--- src/rtl/raw8_quad_packer.sv ---
// RAW8 1-pixel/cycle to 32-bit word packer with absolute x/y tagging, crop-window write enable
// and frame-buffer index rotation that skips the buffer being displayed.
module raw8_quad_packer #(
    parameter int unsigned FRAME_NUM = 3
) (
    input  logic        p_clk,
    input  logic        rst,
    input  logic [11:0] x_start,
    input  logic [11:0] x_win,
    input  logic [11:0] y_start,
    input  logic [11:0] y_win,
    input  logic        in_vs,
    input  logic        in_hs,
    input  logic        in_de,
    input  logic [7:0]  in_pix,
    input  logic [2:0]  rd_frame_cnt,
    output logic [11:0] out_x_wr,
    output logic [11:0] out_y_wr,
    output logic        out_wr_en,
    output logic        out_hs,
    output logic [2:0]  out_frame_cnt,
    output logic [7:0]  out_wr_00,
    output logic [7:0]  out_wr_01,
    output logic [7:0]  out_wr_10,
    output logic [7:0]  out_wr_11,
    output logic        out_frame_done,
    output logic [2:0]  out_done_frame,
    output logic        out_len_err
);

    typedef enum logic [1:0] {StWaitVs, StWaitLine, StActive} state_e;

    localparam logic [3:0] FNum = 4'(FRAME_NUM);

    function automatic logic [2:0] frame_next(input logic [2:0] cur, input logic [2:0] rd);
        logic [3:0] n1;
        logic [3:0] n2;
        n1 = {1'b0, cur} + 4'd1;
        if (n1 >= FNum) n1 = n1 - FNum;
        n2 = n1 + 4'd1;
        if (n2 >= FNum) n2 = n2 - FNum;
        return (n1[2:0] == rd) ? n2[2:0] : n1[2:0];
    endfunction

    state_e      state_q, state_d;
    logic        vs_q;
    logic [11:0] x_q, x_d, y_q, y_d;
    logic        x_sat_q, x_sat_d;
    logic [2:0]  frame_q, frame_d;
    logic [7:0]  p0_q, p0_d, p1_q, p1_d, p2_q, p2_d;
    logic        err_q, err_d;
    logic        done_d;
    logic [2:0]  done_frame_q, done_frame_d;

    logic [11:0] x_wr_q, y_wr_q;
    logic        wr_en_q, hs_q, done_q;
    logic [7:0]  w0_q, w1_q, w2_q, w3_q;

    logic        vs_rise;
    logic        pix_take;
    logic [11:0] pix_x;
    logic        emit, emit_sat, in_win, wr_go;
    logic [11:0] emit_x, x_lo;
    logic [12:0] x_end, y_end;
    logic [7:0]  e0, e1, e2, e3;
    logic        pending;

    assign vs_rise = in_vs & ~vs_q;
    assign pending = (x_q[1:0] != 2'd0) && !x_sat_q;

    always_comb begin
        state_d      = state_q;
        x_d          = x_q;
        x_sat_d      = x_sat_q;
        y_d          = y_q;
        frame_d      = frame_q;
        p0_d         = p0_q;
        p1_d         = p1_q;
        p2_d         = p2_q;
        err_d        = err_q;
        done_d       = 1'b0;
        done_frame_d = done_frame_q;
        pix_take     = 1'b0;
        pix_x        = 12'd0;
        emit         = 1'b0;
        emit_sat     = 1'b0;
        emit_x       = {x_q[11:2], 2'b00};
        e0           = p0_q;
        e1           = p1_q;
        e2           = p2_q;
        e3           = 8'd0;

        unique case (state_q)
            StWaitVs: begin
                if (vs_rise) begin
                    state_d = StWaitLine;
                    x_d     = 12'd0;
                    x_sat_d = 1'b0;
                    y_d     = 12'd0;
                end
            end
            StWaitLine: begin
                if (vs_rise) begin
                    frame_d      = frame_next(frame_q, rd_frame_cnt);
                    done_d       = 1'b1;
                    done_frame_d = frame_q;
                    x_d          = 12'd0;
                    x_sat_d      = 1'b0;
                    y_d          = 12'd0;
                end
                if (in_de) begin
                    pix_take = 1'b1;
                    state_d  = StActive;
                end
            end
            StActive: begin
                if (vs_rise) begin
                    // Mid-line frame start: pending lanes are dropped, not flushed.
                    frame_d      = frame_next(frame_q, rd_frame_cnt);
                    done_d       = 1'b1;
                    done_frame_d = frame_q;
                    x_d          = 12'd0;
                    x_sat_d      = 1'b0;
                    y_d          = 12'd0;
                    state_d      = StWaitLine;
                    if (in_de || pending) err_d = 1'b1;
                end else if (!in_de) begin
                    state_d = StWaitLine;
                    x_d     = 12'd0;
                    x_sat_d = 1'b0;
                    if (y_q != 12'hFFF) y_d = y_q + 12'd1;
                    if (pending) begin
                        emit  = 1'b1;
                        err_d = 1'b1;
                    end
                end else if (!x_sat_q) begin
                    pix_take = 1'b1;
                    pix_x    = x_q;
                end
            end
            default: state_d = StWaitVs;
        endcase

        if (pix_take) begin
            if (pix_x == 12'hFFF) x_sat_d = 1'b1;
            else                  x_d     = pix_x + 12'd1;
            unique case (pix_x[1:0])
                2'd0: begin
                    p0_d = in_pix;
                    p1_d = 8'd0;
                    p2_d = 8'd0;
                end
                2'd1: p1_d = in_pix;
                2'd2: p2_d = in_pix;
                default: begin
                    emit     = 1'b1;
                    emit_sat = (pix_x == 12'hFFF);
                    emit_x   = {pix_x[11:2], 2'b00};
                    e3       = in_pix;
                end
            endcase
        end
    end

    // 13-bit window ends so start + size never wraps.
    assign x_lo   = x_start & 12'hFFC;
    assign x_end  = {1'b0, x_lo} + {1'b0, x_win};
    assign y_end  = {1'b0, y_start} + {1'b0, y_win};
    assign in_win = (emit_x >= x_lo) && ({1'b0, emit_x} < x_end) &&
                    (y_q >= y_start) && ({1'b0, y_q} < y_end);
    assign wr_go  = emit && in_win && !emit_sat && (y_q != 12'hFFF);

    always_ff @(posedge p_clk) begin
        if (rst) begin
            state_q      <= StWaitVs;
            vs_q         <= 1'b0;
            x_q          <= 12'd0;
            x_sat_q      <= 1'b0;
            y_q          <= 12'd0;
            frame_q      <= 3'd0;
            p0_q         <= 8'd0;
            p1_q         <= 8'd0;
            p2_q         <= 8'd0;
            err_q        <= 1'b0;
            done_q       <= 1'b0;
            done_frame_q <= 3'd0;
            wr_en_q      <= 1'b0;
            hs_q         <= 1'b0;
            x_wr_q       <= 12'd0;
            y_wr_q       <= 12'd0;
            w0_q         <= 8'd0;
            w1_q         <= 8'd0;
            w2_q         <= 8'd0;
            w3_q         <= 8'd0;
        end else begin
            state_q      <= state_d;
            vs_q         <= in_vs;
            x_q          <= x_d;
            x_sat_q      <= x_sat_d;
            y_q          <= y_d;
            frame_q      <= frame_d;
            p0_q         <= p0_d;
            p1_q         <= p1_d;
            p2_q         <= p2_d;
            err_q        <= err_d;
            done_q       <= done_d;
            done_frame_q <= done_frame_d;
            wr_en_q      <= wr_go;
            hs_q         <= in_hs;
            if (wr_go) begin
                x_wr_q <= emit_x;
                y_wr_q <= y_q;
                w0_q   <= e0;
                w1_q   <= e1;
                w2_q   <= e2;
                w3_q   <= e3;
            end
        end
    end

    assign out_x_wr       = x_wr_q;
    assign out_y_wr       = y_wr_q;
    assign out_wr_en      = wr_en_q;
    assign out_hs         = hs_q;
    assign out_frame_cnt  = frame_q;
    assign out_wr_00      = w0_q;
    assign out_wr_01      = w1_q;
    assign out_wr_10      = w2_q;
    assign out_wr_11      = w3_q;
    assign out_frame_done = done_q;
    assign out_done_frame = done_frame_q;
    assign out_len_err    = err_q;

endmodule
--- config.mk ---
export PLATFORM = sky130hd
export DESIGN_NAME = raw8_quad_packer
export DESIGN_NICKNAME = d
export VERILOG_FILES = /design/src/rtl/raw8_quad_packer.sv
export SDC_FILE = /design/constraint.sdc
export NUM_CORES = 1
export LEC_CHECK = 0
export BUFFER_PORTS_ARGS = -buffer_cell sky130_fd_sc_hd__buf_4
export CORE_UTILIZATION = 35
export DETAILED_ROUTE_END_ITERATION = 8
export GPL_ROUTABILITY_DRIVEN = 0
export SETUP_SLACK_MARGIN = 0.3
export SYNTH_ARGS = -nofsm -noshare
export SYNTH_HDL_FRONTEND = slang
export SYNTH_SLANG_ARGS = --single-unit
--- constraint.sdc ---
create_clock -name p_clk -period 11.47 [get_ports p_clk]
set_clock_uncertainty 0.1 [all_clocks]
set_input_delay 3.441 -clock p_clk [delete_from_list [all_inputs] [get_ports p_clk]]
set_output_delay 3.441 -clock p_clk [all_outputs]
set_load 0.02 [all_outputs]
==> impl_metrics.json, run 1 <==
{
  "synth-seq-cells": 116,
  "final_cells": 1256,
  "fmax_ghz": 0.121,
  "p_per_area_nw_per_um2": 122,
  "worst_pin_slew_ns": 0.940,
  "cp.arrival_ns": 8.48,
  "antenna_cells": 0,
  "seq_area_um2": 2320,
  "setup.worst_path.class": "in -> reg",
  "synthArstFlopShare": 0,
  "syn2layout_area_growth_pct": 23.0,
  "multi_input_area_um2": 4690,
  "dieArea_um2": 21600,
  "synth_edf_count": 0,
  "num-fill-cells": 2051,
  "track_usage": 0.162,
  "num_vias": 6113,
  "endpoint_kind": "register",
  "start_util": 0.360,
  "rsz0062_at_grt": "no",
  "post_cts_resized": 0,
  "post-route-period-util": 0.722,
  "min_period_ns": 8.28,
  "drv_slew": 0,
  "crit_required_ns": 11.67,
  "numCtsBuffers": 17,
  "io_pins": 130,
  "cts_sinks": 116,
  "dr.pass1.iters": 5,
  "ir_worst_vdd_mv": 0.0757,
  "synthFlopType": "dfxtp_1",
  "cts_tree": "done",
  "htree_levels": 4,
  "dpl_cell_area_um2": 8460,
  "critPathLaunchType": "input port",
  "core_area_um2": 20400,
  "die_h_um": 147,
  "ctsHoldBuffers": 0,
  "nets": 1117,
  "synth.largest_area_cell": "dfxtp_1",
  "netlist_area_um2": 7340,
  "wl_mm": 17.0,
  "grt.overflow.total": 0,
  "crit_fanout": 53,
  "dp.cells": 1224,
  "stdcell_area_um2": 9030,
  "setup_tns_ns": 0,
  "yosys_warnings": 0,
  "drive_gt1_frac": 0.173,
  "synth.top_cell.area_share": 0.316,
  "grt_max_degree": 83,
  "syn_avg_cell_area_um2": 8.54,
  "io_buffers": 125,
  "met3_usage": 0.0363,
  "synth_cells": 859,
  "synth.area.top_cells": "dfxtp_1, ha_1, nand2b_1",
  "setup_viol": 0,
  "cts_root_buf": "clkbuf_16",
  "hold_viol_final": 0,
  "synth.distinct_cells": 66,
  "slew_headroom": 0.373,
  "antenna_found_initial": 0,
  "post_drt_wl_per_cell_um": 13.6,
  "fp.dieW_um": 147,
  "path_clk_slew_ns": 0.05,
  "use_met1": 0.216,
  "grt_pass1_wl_mm": 28.3,
  "grt_busiest_layer": "met2",
  "drc": 0,
  "use_met2": 0.259,
  "rows": 52,
  "clockBufferDepth": 2,
  "dpl.hpwl_mm": 12.6,
  "drt_iter0_drc": 310,
  "hold_path.class": "reg -> reg",
  "status": "completed",
  "cap_viol_max_count": 0,
  "vias_per_cell": 4.87,
  "insertion_delay_ns": 0.42,
  "cts_post_setup_buffers_inserted": 0,
  "seq_area_frac_synth": 0.316,
  "ant_nets": 0,
  "p_leak_nw": 3.80,
  "grt_pass1_vias": 5760
}
==> per-stage QoR <==
| stage | total power [mW] | setup slack, ns | hold WS [ns] | utilization |
|---|---|---|---|---|
| after floorplan | 0.556 | 4.29 | 0.332 | - |
| after global placement | 0.605 | 2.82 | 0.340 | 0.415 |
| after detailed placement | 0.606 | 2.75 | 0.344 | 0.415 |
| after CTS | 1.11 | 3.21 | 0.351 | 0.443 |
| after global routing | 1.15 | 2.69 | 0.367 | 0.443 |
| final | 1.10 | 3.19 | 0.348 | 0.443 |
==> sequential cells by signal, summed over array words and instances, names as in the netlist, 2 cells and up <==
register / flops
out_y_wr: 12
e2: 8
out_wr_00: 8
out_wr_01: 8
x_q: 12
state_q: 2
out_frame_cnt: 3
e1: 8
y_q: 12
out_wr_11: 8
out_done_frame: 3
out_x_wr: 10
e0: 8
out_wr_10: 8
==> critical path: stages <==
cell,delay [ns]
buf_4,0.12
nor2b_4,0.17
nor3_4,0.51
nand2_1,0.24
inv_1,0.20
ha_1,0.20
and3_1,0.20
nand2_1,0.10
nor2_1,0.45
nor2_1,0.18
ha_1,0.34
a21oi_1,0.17
nor2b_1,0.07
nor4_1,0.29
o2111ai_1,0.17
a31o_2,0.29
nor3_4,0.20
buf_4,0.75
mux2_1,0.38
==> final timing paths <==
kind | start | end | slack, ns | depth (start not counted)
min reg2reg | e2[1]$_SDFFE_PP0P_ | e2[1]$_SDFFE_PP0P_ | 0.35 | 2
max reg2reg | state_q[0]$_SDFFE_PP0P_ | out_x_wr[2]$_SDFFE_PP0P_ | 5.68 | 20
max | in_vs | out_x_wr[2]$_SDFFE_PP0P_ | 3.19 | 19
min | e2[1]$_SDFFE_PP0P_ | e2[1]$_SDFFE_PP0P_ | 0.35 | 2
==> per-layer routing <==
metal | wire length [um] | up-vias | part of all wire
met1 | 8460 | 2772 | 0.50
met5 | 0 | - | 0
met3 | 717 | 11 | 0.042
met4 | 102 | 0 | 0.0060
met2 | 7760 | 110 | 0.46
li1 | - | 3220 | -
==> cell usage after synthesis (all sizes together) (4+ instances only) <==
cell type,number
nand3,37
a22oi,9
a21oi,66
dfxtp,116
nor2,66
buf,12
nand2,68
xor2,17
clkbuf,23
mux2i,54
nor3,11
inv,39
and4,6
ha,78
and3,6
o31ai,4
o21ai,33
a21o,11
nor2b,20
xnor2,17
o21a,5
a211oi,4
nand4,6
nand2b,95
o21bai,7
==> power by group <==
part	switching (mW)	internal, mW	leakage [nW]	total [mW]
Sequential	0.00731	0.409	0.935	0.416
Clock	0.182	0.319	0.280	0.501
Combinational	0.0988	0.0825	2.58	0.181
Total	0.288	0.810	3.80	1.10
==> cell usage in the layout (no fill, tap or decap), types with 3 or more instances in the layout <==
master	count
nand2_1	67
a211o_1	3
nor2b_1	19
and4_1	6
clkbuf_1	3
ha_1	78
inv_1	39
a211oi_1	4
clkbuf_16	17
o21bai_1	7
o21ai_1	3
a31oi_1	3
buf_4	129
dfxtp_1	116
xnor2_1	17
or3_1	3
o21a_1	5
o21ai_0	30
nand3_1	37
nor4_1	3
and3_1	6
a22oi_1	9
nor2_1	66
clkinv_2	4
clkbuf_8	4
o31ai_1	3
a21o_1	11
a311oi_1	3
mux2i_1	54
nand2b_1	95
xor2_1	17
nor3_1	8
nand4_1	6
a21oi_1	66
==> cells by family (layout without fill, tap and decap cells) <==
family | after synthesis | in the layout | synth area share
other cells | 1 | 2 | 0.000511
buf+inv | 74 | 200 | 0.0464
xor+xnor | 34 | 34 | 0.0406
mux | 57 | 57 | 0.0783
fa+ha+maj | 80 | 80 | 0.138
flops | 116 | 116 | 0.316
compound gates | 163 | 163 | 0.138
simple gates | 334 | 334 | 0.242
==> layout make-up <==
type	count	area share
well taps	270	0.0374
clock buffers	24	0.0545
inverters	39	0.0162
repair buffers	129	0.107
clock inverters	8	0.00832
multi-input cells	670	0.519
flip-flops and latches	116	0.257
Power figures use the tool's default switching activity.
==> run 2, diff against run 1 <==
Clock period 11.47 ns to 7.95 ns, I/O delays scaled along.
==> impl_metrics.json, run 2 (synthesized netlist as in run 1, its figures left out) <==
{
  "swShare": 0.270,
  "cpPeakStageDelay_ns": 0.41,
  "drive_gt1_frac": 0.177,
  "cts_tree": "done",
  "p_sw_mw": 0.444,
  "cts_root_buf": "clkbuf_16",
  "io_pins": 130,
  "num_vias": 6189,
  "hold_path.class": "reg -> reg",
  "dpl.hpwl_mm": 12.6,
  "numCtsBuffers": 17,
  "worst_pin_slew_ns": 0.878,
  "endpoint_kind": "register",
  "syn2layout_area_growth_pct": 23.8,
  "setup_slack_ns": 1.46,
  "grt_pass1_wl_mm": 28.5,
  "slew_headroom": 0.413,
  "grt_max_degree": 92,
  "track_usage": 0.164,
  "dpl_cell_area_um2": 8480,
  "crit_required_ns": 8.15,
  "ant_nets": 0,
  "drt_iter0_drc": 338,
  "num-fill-cells": 2057,
  "setup.worst_path.class": "in -> reg",
  "rows": 52,
  "crit_fanout": 54,
  "cp_slowest_cell": "nor2_1",
  "place_ws_ns": 1.09,
  "antenna_found_initial": 0,
  "wl_mm": 17.1,
  "vias_per_cell": 4.92,
  "setup_tns_ns": 0,
  "start_util": 0.360,
  "grt.overflow.total": 0,
  "hold_viol_final": 0,
  "cts_post_setup_buffers_inserted": 0,
  "drv_slew": 0,
  "p_comb_frac": 0.159,
  "min_period_ns": 6.49,
  "ir_worst_vdd_mv": 0.0990,
  "post-route-period-util": 0.816,
  "dieArea_um2": 21600,
  "p_int_mw": 1.20,
  "cap_viol_max_count": 0,
  "status": "completed",
  "p_leak_nw": 3.81,
  "io_buffers": 125,
  "ctsHoldBuffers": 0,
  "die_h_um": 147,
  "post_drt_wl_per_cell_um": 13.6,
  "p_clk_frac": 0.476,
  "post_cts_resized": 0,
  "fp.dieW_um": 147,
  "core_area_um2": 20400,
  "final_cell_mix": "buf_4, dfxtp_1, nand2b_1",
  "htree_levels": 4,
  "drc": 0,
  "layout_commonest_cell": "buf_4",
  "setup_viol": 0,
  "worstPathCellList": "buf_4, nor2b_4, nor3_4, nand2_1, inv_1, ha_1, and3_1, nand2_1, nor2_1, nor2_1, ha_1, a21oi_1, nor2b_1, nor4_1, o2111ai_1, a31o_2, nor3_4, buf_12, mux2_1",
  "antenna_cells": 0,
  "crit_family": "simple AND/OR/NAND/NOR gates",
  "clockBufferDepth": 2,
  "p_seq_frac": 0.364,
  "stdcell_area_um2": 9090,
  "path_buf_inv": 3,
  "path_clk_slew_ns": 0.05,
  "grt_pass1_vias": 5889,
  "critPathLaunchType": "input port",
  "p_per_area_nw_per_um2": 181,
  "nets": 1118,
  "cp.arrival_ns": 6.69,
  "cts_sinks": 116,
  "rsz0062_at_grt": "no",
  "dr.pass1.iters": 4,
  "insertion_delay_ns": 0.42,
  "fmax_ghz": 0.154,
  "power_mw": 1.65
}
-- run 2: layer usage --
metal,up-vias,global-route usage,part of all wire
li1,3227,-,-
met1,2836,0.215,0.49
met2,114,0.263,0.46
met3,12,0.0404,0.042
met4,0,0.0516,0.0092
met5,-,0,0
-- run 2: area by class of cell --
| cell class | instances | area, um2 | share of cell area |
|---|---|---|---|
| Multi-Input combinational cell | 670 | 4690 | 0.516 |
| Sequential cell | 116 | 2320 | 0.256 |
| Timing Repair Buffer | 130 | 988 | 0.109 |
| Clock buffer | 17 | 425 | 0.0468 |
| Tap cell | 270 | 338 | 0.0372 |
| Clock inverter | 15 | 181 | 0.0200 |
| Inverter | 39 | 146 | 0.0161 |
-- run 2: worst register-to-register path, cell delays in order, from the launching register on --
cell	delay [ns]
dfxtp_1	0.35
inv_1	0.09
ha_1	0.31
nand2_2	0.12
nor3_4	0.20
nand2_1	0.16
inv_1	0.17
ha_1	0.20
and3_1	0.21
nand2_1	0.10
nor2_1	0.42
nor2_1	0.17
ha_1	0.34
a21oi_1	0.15
nor2b_1	0.07
nor4_1	0.32
o2111ai_1	0.20
a31o_2	0.30
nor3_4	0.21
buf_12	0.32
mux2_1	0.45
-- run 2: path summary, 6_finish.rpt --
kind | depth (start not counted) | slack [ns] | to | startpoint
min reg2reg | 2 | 0.35 | e2[4]$_SDFFE_PP0P_ | e2[4]$_SDFFE_PP0P_
min | 2 | 0.35 | e2[4]$_SDFFE_PP0P_ | e2[4]$_SDFFE_PP0P_
max reg2reg | 20 | 2.88 | out_x_wr[2]$_SDFFE_PP0P_ | state_q[0]$_SDFFE_PP0P_
max | 19 | 1.46 | out_x_wr[2]$_SDFFE_PP0P_ | in_vs
-- run 2: metrics by stage --
stage               instances   util  hold WS (ns)
detailed placement       1225  0.416         0.346
CTS                      1257  0.446         0.352
global route             1257  0.446         0.373
floorplan                 860      -         0.332
global placement         1225  0.416         0.339
finish                   1257  0.446         0.353
-- run 2: power by group through the flow --
stage                     registers, mW  clock network (mW)  logic, mW
final                             0.599               0.784      0.262
after global routing              0.601               0.828      0.297
after detailed placement          0.612                   0      0.265
after CTS                         0.599               0.803      0.266
after global placement            0.612                   0      0.260
after floorplan                   0.612                   0      0.191
==> run 3, diff against run 2 <==
Settings changed: ABC_AREA set to 1.
Clock period 7.95 ns to 6.2 ns, I/O delays scaled along.
==> impl_metrics.json, run 3 <==
{
  "status": "completed",
  "rsz0062_at_grt": "no",
  "cts_root_buf": "clkbuf_16",
  "cts_sinks": 116,
  "cp.arrival_ns": 5.26,
  "track_usage": 0.181,
  "drc": 0,
  "ant_nets": 0,
  "ir_worst_vdd_mv": 0.204,
  "antenna_cells": 0,
  "drive_gt1_frac": 0.160,
  "stdcell_area_um2": 9370,
  "path_clk_slew_ns": 0.05,
  "fp.dieW_um": 150,
  "hold_path.class": "reg -> reg",
  "p_leak_nw": 4.35,
  "synth.largest_area_cell": "dfxtp_1",
  "syn2layout_area_growth_pct": 22.7,
  "crit_required_ns": 6.41,
  "worst_hold_slack_ns": 0.355,
  "insertion_delay_ns": 0.42,
  "p_per_area_nw_per_um2": 278,
  "min_period_ns": 5.05,
  "grt_pass1_vias": 6816,
  "multi_input_area_um2": 4510,
  "r2r-end": "out_y_wr[6]$_SDFFE_PP0P_",
  "drv_slew": 0,
  "hold_viol_final": 0,
  "setup_tns_ns": 0,
  "synth_edf_count": 0,
  "wl_mm": 19.4,
  "num_vias": 7174,
  "antenna_found_initial": 0,
  "synthMuxAreaShare": 0,
  "fmax_ghz": 0.198,
  "seq_area_frac_synth": 0.304,
  "start_util": 0.360,
  "cts_tree": "done",
  "yosys_warnings": 0,
  "dp.cells": 1466,
  "htree_levels": 4,
  "post_drt_wl_per_cell_um": 12.9,
  "dpl.hpwl_mm": 14.5,
  "grt.overflow.total": 0,
  "synthFlopType": "dfxtp_1",
  "endpoint_kind": "register",
  "worst_pin_slew_ns": 0.747,
  "nets": 1354,
  "grt_pass1_wl_mm": 32.4,
  "place_ws_ns": 0.728,
  "num-fill-cells": 2226,
  "io_buffers": 125,
  "dpl_cell_area_um2": 8740,
  "r2r-start": "state_q[0]$_SDFFE_PP0P_",
  "synth.top_cell.area_share": 0.304,
  "synth_cells": 1098,
  "io_pins": 130,
  "cap_viol_max_count": 0,
  "holdPathStages": 2,
  "grt_max_degree": 48,
  "seq_area_um2": 2320,
  "setup.worst_path.class": "in -> reg",
  "hold_end": "e0[0]$_SDFFE_PP0P_",
  "drt_iter0_drc": 363,
  "yosysMostFrequentCell": "nand2_1",
  "worst-r2r-cell-count": 24,
  "netlist_area_um2": 7630,
  "ctsHoldBuffers": 0,
  "synth.distinct_cells": 44,
  "vias_per_cell": 4.79,
  "die_h_um": 150,
  "synth-seq-cells": 116,
  "synth_compound_area_frac": 0.119,
  "numCtsBuffers": 17,
  "synth-simple-area-share": 0.302,
  "critPathLaunchType": "input port",
  "dr.pass1.iters": 5,
  "synthArstFlopShare": 0,
  "synthAdderAreaFrac": 0.133,
  "clockBufferDepth": 2,
  "setup_slack_ns": 1.15,
  "core_area_um2": 21200,
  "syn_avg_cell_area_um2": 6.95,
  "synth_top_family_by_area": "simple AND/OR/NAND/NOR gates",
  "crit_fanout": 47,
  "layout_commonest_cell": "nand2_1",
  "cts_post_setup_buffers_inserted": 0,
  "final_cell_mix": "nand2_1, nor2_1, inv_1",
  "synthTopCellsByCount": "nand2_1, nor2_1, inv_1",
  "reg2reg_slack_ns": 1.97,
  "hp-start": "e0[0]$_SDFFE_PP0P_",
  "dieArea_um2": 22400,
  "rows": 53,
  "slew_headroom": 0.502,
  "synthXorXnorAreaFrac": 0.0356,
  "post-route-period-util": 0.815,
  "setup_viol": 0,
  "synth.area.top_cells": "dfxtp_1, ha_1, nand2_1",
  "final_cells": 1498,
  "post_cts_resized": 0
}
-- run 3: layout make-up --
type,instances,area share
clock buffer,24,0.0536
tap,275,0.0367
inverter,143,0.0573
timing repair buffer,132,0.110
sequential,116,0.248
multi-input combinational,800,0.482
clock inverter,8,0.0130
-- run 3: report_power, final --
part | switching [mW] | leakage (nW) | total (mW) | internal [mW]
registers | 0.0397 | 0.937 | 0.846 | 0.806
logic | 0.478 | 3.11 | 0.737 | 0.258
clock network | 0.340 | 0.306 | 1.02 | 0.683
-- run 3: logic make-up (layout without fill, tap and decap cells) --
kind of cell,count (synthesis),count (layout)
flip-flops,116,116
AND/OR/NAND/NOR,527,527
other,1,2
AO/OA/AOI/OAI,160,160
XOR/XNOR,31,31
buffers and inverters,183,307
adder cells (fa/ha/maj),80,80
-- run 3: layer usage --
| layer | GRT usage | part of all wire | up-vias | routed length (um) |
|---|---|---|---|---|
| met5 | 0 | 0 | - | 0 |
| met2 | 0.303 | 0.47 | 135 | 9190 |
| li1 | - | - | 3800 | - |
| met4 | 0.0525 | 0.013 | 0 | 249 |
| met1 | 0.232 | 0.47 | 3219 | 9070 |
| met3 | 0.0415 | 0.045 | 20 | 869 |
-- run 3: worst max-delay path, cell delays in order --
cell and delay, ns:
buf_4 0.13, inv_2 0.07, nor2_2 0.09, nand3_2 0.13, nor2_1 0.27, ha_1 0.26
nand4_2 0.32, nand2_1 0.18, inv_1 0.08, ha_1 0.30, nand2_1 0.07, inv_1 0.05
nand4_1 0.07, nand3_1 0.09, a21oi_1 0.13, nand2_1 0.06, nand2_1 0.07, nand2_1 0.05
nand2_1 0.12, nand3_2 0.11, nor2_4 0.19, buf_12 0.25, nand3_1 0.13, nand2_1 0.09
nor2_1 0.04
-- run 3: worst max-delay path by stage --
stage | start | to
3_5_place_dp | in_de | out_wr_11[1]$_SDFFE_PP0P_
6_report | in_de | out_y_wr[6]$_SDFFE_PP0P_
5_1_grt | in_de | out_y_wr[3]$_SDFFE_PP0P_
3_3_place_gp | y_start[0] | out_wr_11[1]$_SDFFE_PP0P_
2_1_floorplan | in_de | out_wr_11[0]$_SDFFE_PP0P_
4_1_cts | in_de | out_wr_11[1]$_SDFFE_PP0P_
-- run 3: metrics by stage --
stage	utilization	power (mW)
after floorplan	-	1.41
after global placement	0.412	1.58
after detailed placement	0.412	1.60
after CTS	0.441	2.63
after global routing	0.441	2.78
final	0.441	2.61
